===== src/rtl/m_imem_loader.sv =====
// m_imem_loader: byte-stream program loader that fills instruction memory and holds the core while loading
// Ports:
//   w_clk, w_rst_n            clock (rising edge), asynchronous active-low reset
//   w_start                   pulse that begins a load; ignored while w_busy=1
//   w_rx_data/valid/ready     byte stream handshake (count N, then N little-endian words)
//   w_we/w_waddr/w_wdata      one-cycle instruction-memory write per word, byte address word-aligned
//   w_busy                    load in progress (core holds its PC at 0)
//   w_done/w_err              sticky result of the last load
// Option: LOADER_CHECKSUM_EN adds a trailing checksum byte that must make the payload sum 0 mod 256.
module m_imem_loader #(
  parameter int ADDR_W = 10
) (
  input  logic        w_clk,
  input  logic        w_rst_n,
  input  logic        w_start,
  input  logic [7:0]  w_rx_data,
  input  logic        w_rx_valid,
  output logic        w_rx_ready,
  output logic        w_we,
  output logic [31:0] w_waddr,
  output logic [31:0] w_wdata,
  output logic        w_busy,
  output logic        w_done,
  output logic        w_err
);
  typedef enum logic [2:0] {S_IDLE, S_HDR, S_DATA, S_WRITE, S_DONE, S_ERR, S_CSUM} state_t;
`ifdef LOADER_CHECKSUM_EN
  localparam state_t S_FIN = S_CSUM;
`else
  localparam state_t S_FIN = S_DONE;
`endif
  state_t        r_state, w_state_nx;
  logic [1:0]    r_bcnt;
  logic [31:0]   r_cnt;
  logic [23:0]   r_word;
  logic [ADDR_W:0] r_widx, w_widx_nx;
  logic [31:0]   r_waddr, r_wdata, w_n;
  logic          w_acc, w_last, w_go;
`ifdef LOADER_CHECKSUM_EN
  logic [7:0]    r_sum;
`endif
  assign w_acc     = w_rx_valid && w_rx_ready;
  assign w_last    = w_acc && r_bcnt == 2'd3;
  assign w_go      = w_start && !w_busy;
  // full word count as it will look once the current (4th) header byte lands
  assign w_n       = {w_rx_data, r_cnt[31:8]};
  assign w_widx_nx = r_widx + (ADDR_W+1)'(1);
  assign w_waddr   = r_waddr;
  assign w_wdata   = r_wdata;
  always_ff @(posedge w_clk or negedge w_rst_n)
    if (!w_rst_n) r_state <= S_IDLE;
    else r_state <= w_state_nx;
  always_comb begin
    w_state_nx = r_state;
    case (r_state)
      S_IDLE, S_DONE, S_ERR: if (w_start) w_state_nx = S_HDR;
      S_HDR:   if (w_last) w_state_nx = (w_n == 32'd0) ? S_FIN : (w_n > (32'd1 << ADDR_W)) ? S_ERR : S_DATA;
      S_DATA:  if (w_last) w_state_nx = S_WRITE;
      S_WRITE: w_state_nx = (32'(w_widx_nx) == r_cnt) ? S_FIN : S_DATA;
`ifdef LOADER_CHECKSUM_EN
      S_CSUM:  if (w_acc) w_state_nx = (8'(r_sum + w_rx_data) == 8'd0) ? S_DONE : S_ERR;
`endif
      default: w_state_nx = S_IDLE;
    endcase
  end
  always_comb begin
    w_rx_ready = r_state inside {S_HDR, S_DATA, S_CSUM};
    w_we       = r_state == S_WRITE;
    w_busy     = r_state inside {S_HDR, S_DATA, S_WRITE, S_CSUM};
    w_done     = r_state == S_DONE;
    w_err      = r_state == S_ERR;
  end
  // bytes shift in from the top so byte 0 ends up in bits [7:0]
  always_ff @(posedge w_clk or negedge w_rst_n)
    if (!w_rst_n) begin
      r_bcnt  <= '0;
      r_cnt   <= '0;
      r_word  <= '0;
      r_widx  <= '0;
      r_waddr <= '0;
      r_wdata <= '0;
`ifdef LOADER_CHECKSUM_EN
      r_sum   <= '0;
`endif
    end else begin
      if (w_go) begin
        r_bcnt <= '0;
        r_widx <= '0;
`ifdef LOADER_CHECKSUM_EN
        r_sum  <= '0;
`endif
      end
      if (w_acc) begin
        r_bcnt <= r_bcnt + 2'd1;
        if (r_state == S_HDR) r_cnt <= w_n;
        if (r_state == S_DATA) begin
          r_word <= {w_rx_data, r_word[23:8]};
`ifdef LOADER_CHECKSUM_EN
          r_sum  <= r_sum + w_rx_data;
`endif
        end
        if (r_state == S_DATA && r_bcnt == 2'd3) begin
          r_wdata <= {w_rx_data, r_word};
          r_waddr <= 32'({r_widx, 2'b00});
        end
      end
      if (w_we) r_widx <= w_widx_nx;
    end
endmodule


===== config.mk =====
export PLATFORM = sky130hd
export DESIGN_NAME = m_imem_loader
export DESIGN_NICKNAME = d
export VERILOG_FILES = /design/src/rtl/m_imem_loader.sv
export SDC_FILE = /design/constraint.sdc
export NUM_CORES = 1
export LEC_CHECK = 0
export BUFFER_PORTS_ARGS = -buffer_cell sky130_fd_sc_hd__clkbuf_2
export CORE_UTILIZATION = 40
export CTS_CLUSTER_SIZE = 8
export DETAILED_ROUTE_END_ITERATION = 12
export SLEW_MARGIN = 25
export SYNTH_ARGS = -nofsm -noshare
export SYNTH_HDL_FRONTEND = slang
export SYNTH_SLANG_ARGS = --single-unit

===== constraint.sdc =====
create_clock -name w_clk -period 3.6 [get_ports w_clk]
set_input_delay 0.72 -clock w_clk [delete_from_list [all_inputs] [get_ports w_clk]]
set_output_delay 0.72 -clock w_clk [all_outputs]
set_load 0.005 [all_outputs]

==> qor.tcl <==
set qor(post_route_cells_drive_above_1_share_pct) 41.5
set qor(fmax_mhz) 352
set qor(cts_hold_buffers) 0
set qor(die_width_um) 115
set qor(pin_count) 81
set qor(cts_num_sinks) 115
set qor(synth_top_cell_by_area) {sky130_fd_sc_hd__dfrtp_1}
set qor(iteration_0_drc_count_of_the_detailed_router) 127
set qor(clk_latency_ns) 0.42
set qor(drt-pass1-iter-count) 4
set qor(grt_overflow) 0
set qor(post_synth_inst_count) 403
set qor(run_status) {finished, final reports clean}
set qor(ctsResizeCount) 0
set qor(total_power_mw) 5.03
set qor(worstPathRequired_ns) 2.88
set qor(synth.area.top_cells) {sky130_fd_sc_hd__dfrtp_1, sky130_fd_sc_hd__mux2_2, sky130_fd_sc_hd__buf_4, sky130_fd_sc_hd__o21ai_0, sky130_fd_sc_hd__xnor2_1}
set qor(layout.nets) 481
set qor(fill_cells) 1104
set qor(drt-vias-per-instance) 5.03
set qor(port_buffers) 59
set qor(ctsLongestPathBuffers) 2
set qor(synth_compound_gate_area_share_pct) 6.18
set qor(initial_antenna_violation_count) 0
set qor(synth-warning-count) 0
set qor(synthMuxAreaShare_pct) 21.2
set qor(seq_area_frac_synth_pct) 56.4
set qor(post-synth-top-area-fraction_pct) 56.4
set qor(maxCapViolCount) 0
set qor(rsz0062_at_grt) {no}
set qor(cp_num_buf_inv) 2
set qor(critical_path_data_arrival_time_ns) 2.12
set qor(final-setup-viol-count) 0
set qor(grt_first_pass_wirelength_um) 15600
set qor(htree_levels) 4
set qor(number_of_enable_type_register_cells_in_the_synthesized_netlist) 0
set qor(die-area_um2) 13200
set qor(vdd_drop_max_mv) 0.361
set qor(worstSetupPathType) {reg2out}
set qor(route.detailed.wl_per_inst_um) 14.5
set qor(timing.clock.skew_ns) 0.00739
set qor(drt_drc_violations_left) 0
set qor(slew_violations) 0
set qor(worstPathCellList) {nor2b_1 > nand2_1 > clkinv_1 > clkbuf_2}
set qor(critical_path_peak_fanout) 14
set qor(synth.ff_latch_count) 115
set qor(finalCriticalPeriod_ns) 2.84
set qor(yosys-top-cells-count) {sky130_fd_sc_hd__dfrtp_1, sky130_fd_sc_hd__mux2_2, sky130_fd_sc_hd__nand2_1, sky130_fd_sc_hd__o21ai_0, sky130_fd_sc_hd__buf_4}
set qor(post-cts-setup-buffer-count) 0
set qor(die-height_um) 115
set qor(period_share_pct) 78.9
set qor(routed-via-count) 3254
set qor(flow.area_growth_from_synthesis_pct) 18.9
set qor(area_share_of_and_or_nand_nor_cells_after_synthesis_pct) 7.92
set qor(worstSetupStartpointType) {flop}
set qor(power.static_leakage_nw) 2.81
set qor(cts_root_buf) {sky130_fd_sc_hd__clkbuf_16}
set qor(antenna_cells_inserted) 0
set qor(hold_path_class) {in2async}
set qor(worst_path_largest_cell_delay_ns) 0.50
set qor(grt_pass1_vias) 3054
set qor(worst_slew_pin_slew_ns) 0.923
set qor(synth_cell_types) 44
set qor(finalSetupTns_ns) 0
set qor(gp_congestion) 0.774
set qor(post_synthesis_adder_cell_area_fraction_pct) 0.490
set qor(critical-path-slowest-cell) {sky130_fd_sc_hd__dfrtp_1}
set qor(synth_flop_cell) {sky130_fd_sc_hd__dfrtp_1}
set qor(syn-cell-area_um2) 5100
set qor(power.density_nw_per_um2) 829
set qor(timing.critical_path.from) {r_state[0]$_DFFE_PN0P_}
set qor(async_reset_ff_share_pct) 100
set qor(floorplan.initialDensity_pct) 41.8
set qor(synth_top_family_by_area) {multiplexers}
set qor(timing.critical_path.max_delay_family) {simple AND/OR/NAND/NOR gates}
set qor(route.antenna.remaining_nets) 0
set qor(synth_xor_area_share_pct) 2.92
set qor(wl_um) 9390
set qor(core.rowCount) 40
set qor(detailedPlacementHpwl_um) 6480
set qor(cts_tree) {yes}
set qor(synth_most_common_cell) {sky130_fd_sc_hd__dfrtp_1}
set qor(global_route.usage.total_pct) 15.8
set qor(cp-end-kind) {output port}
set qor(max-slew-margin-rel_pct) 38.4
set qor(beginning_of_the_worst_register_to_register_path) {r_widx[0]$_DFFE_PN0P_}
set qor(cts_clock_pin_slew_for_the_worst_setup_and_hold_paths_ns) 0.05
set qor(timing_hold_violations_final) 0
set qor(synth_area_per_cell_um2) 12.7
set qor(grt_max_degree) 70
set qor(r2r_end) {r_state[1]$_DFFE_PN0P_}
set qor(rrSetupSlack_ns) 1.11
set qor(number_of_cts_inserted_buffers) 17
set qor(placeableCoreArea_um2) 12200
set qor(rr_worst_depth) 7
-- cells in the final DEF, fill, tap and decap left out, types with 2 or more instances in the layout --
master                       synthesis  routed
sky130_fd_sc_hd__dfrtp_1           115     115
sky130_fd_sc_hd__mux2_2             94      94
sky130_fd_sc_hd__clkbuf_2            0      58
sky130_fd_sc_hd__o21ai_0            24      24
sky130_fd_sc_hd__nand2_1            24      23
sky130_fd_sc_hd__conb_1              1      21
sky130_fd_sc_hd__clkbuf_16           0      17
sky130_fd_sc_hd__nor2_1             16      14
sky130_fd_sc_hd__xnor2_1            12      12
sky130_fd_sc_hd__nor3_1              7       7
sky130_fd_sc_hd__inv_1               6       6
sky130_fd_sc_hd__nor4_1              5       5
sky130_fd_sc_hd__xor2_1              5       5
sky130_fd_sc_hd__nand4_1             5       5
sky130_fd_sc_hd__clkinv_2            0       5
sky130_fd_sc_hd__and3_1              4       4
sky130_fd_sc_hd__nand3_1             4       4
sky130_fd_sc_hd__o31ai_1             4       4
sky130_fd_sc_hd__clkinvlp_4          0       4
sky130_fd_sc_hd__buf_4              21       4
sky130_fd_sc_hd__or3_1               3       3
sky130_fd_sc_hd__a31o_2              3       3
sky130_fd_sc_hd__a21oi_1             3       3
sky130_fd_sc_hd__nor2b_1             2       2
sky130_fd_sc_hd__nand2b_1            2       2
sky130_fd_sc_hd__nor2_2              0       2
sky130_fd_sc_hd__mux2_1              2       2
sky130_fd_sc_hd__o32ai_1             2       2
sky130_fd_sc_hd__a31oi_1             2       2
sky130_fd_sc_hd__ha_1                2       2
sky130_fd_sc_hd__inv_6               0       2
-- where the power goes --
part	internal, mW	leakage (nW)	switching, mW	total [mW]
combinational	0.735	1.08	0.514	1.25
sequential	1.81	1.46	0.423	2.23
clock	0.957	0.264	0.586	1.54
total	3.50	2.81	1.52	5.03
-- per-layer routing --
| layer | vias to the layer above | GRT usage (%) | part of all wire, % |
|---|---|---|---|
| li1 | 1530 | - | - |
| met1 | 1624 | 20.6 | 45 |
| met2 | 84 | 23.6 | 49 |
| met3 | 16 | 5.27 | 4.4 |
| met4 | 0 | 7.79 | 1.6 |
| met5 | - | 0 | 0 |
-- through the flow --
step	cell area, µm²	utilization (%)	hold WS (ns)	worst slack [ns]	instances
after CTS	6070	49.7	0.448	0.742	647
after global placement	5520	45.2	0.462	0.930	616
final	6070	49.7	0.409	0.760	647
after detailed placement	5520	45.2	0.471	0.900	616
after global routing	6070	49.7	0.487	0.548	647
after floorplan	5180	-	0.424	1.32	423
-- sequential cells by signal (all words and copies together), names as in the netlist --
signal / flops
w_wdata: 32
r_widx: 11
r_word: 24
r_cnt: 32
r_bcnt: 2
r_state: 3
w_waddr: 11
-- worst max path at each step --
stage | end | cells past startpoint
global route | w_we | 4
finish | w_we | 4
detailed placement | r_state[1]$_DFFE_PN0P_ | 7
floorplan | r_state[1]$_DFFE_PN0P_ | 6
CTS | w_we | 4
global placement | r_state[1]$_DFFE_PN0P_ | 7
-- area by class of cell --
type	count	area (µm²)	share of cell area, %
Sequential cell	115	2880	47.4
Tap cell	168	210	3.47
Multi-Input combinational cell	263	2060	34.0
Clock inverter	13	111	1.84
Clock buffer	18	439	7.24
Inverter	7	26.3	0.433
Timing Repair Buffer	63	340	5.61
-- kinds of logic (layout without fill, tap and decap cells) --
group	count (synthesis)	after routing
flops	115	115
xor+xnor	17	17
buf+inv	45	101
other cells	1	21
mux	96	96
compound gates	49	49
fa+ha+maj	2	2
simple gates	78	78
Power figures use the tool's default switching activity.
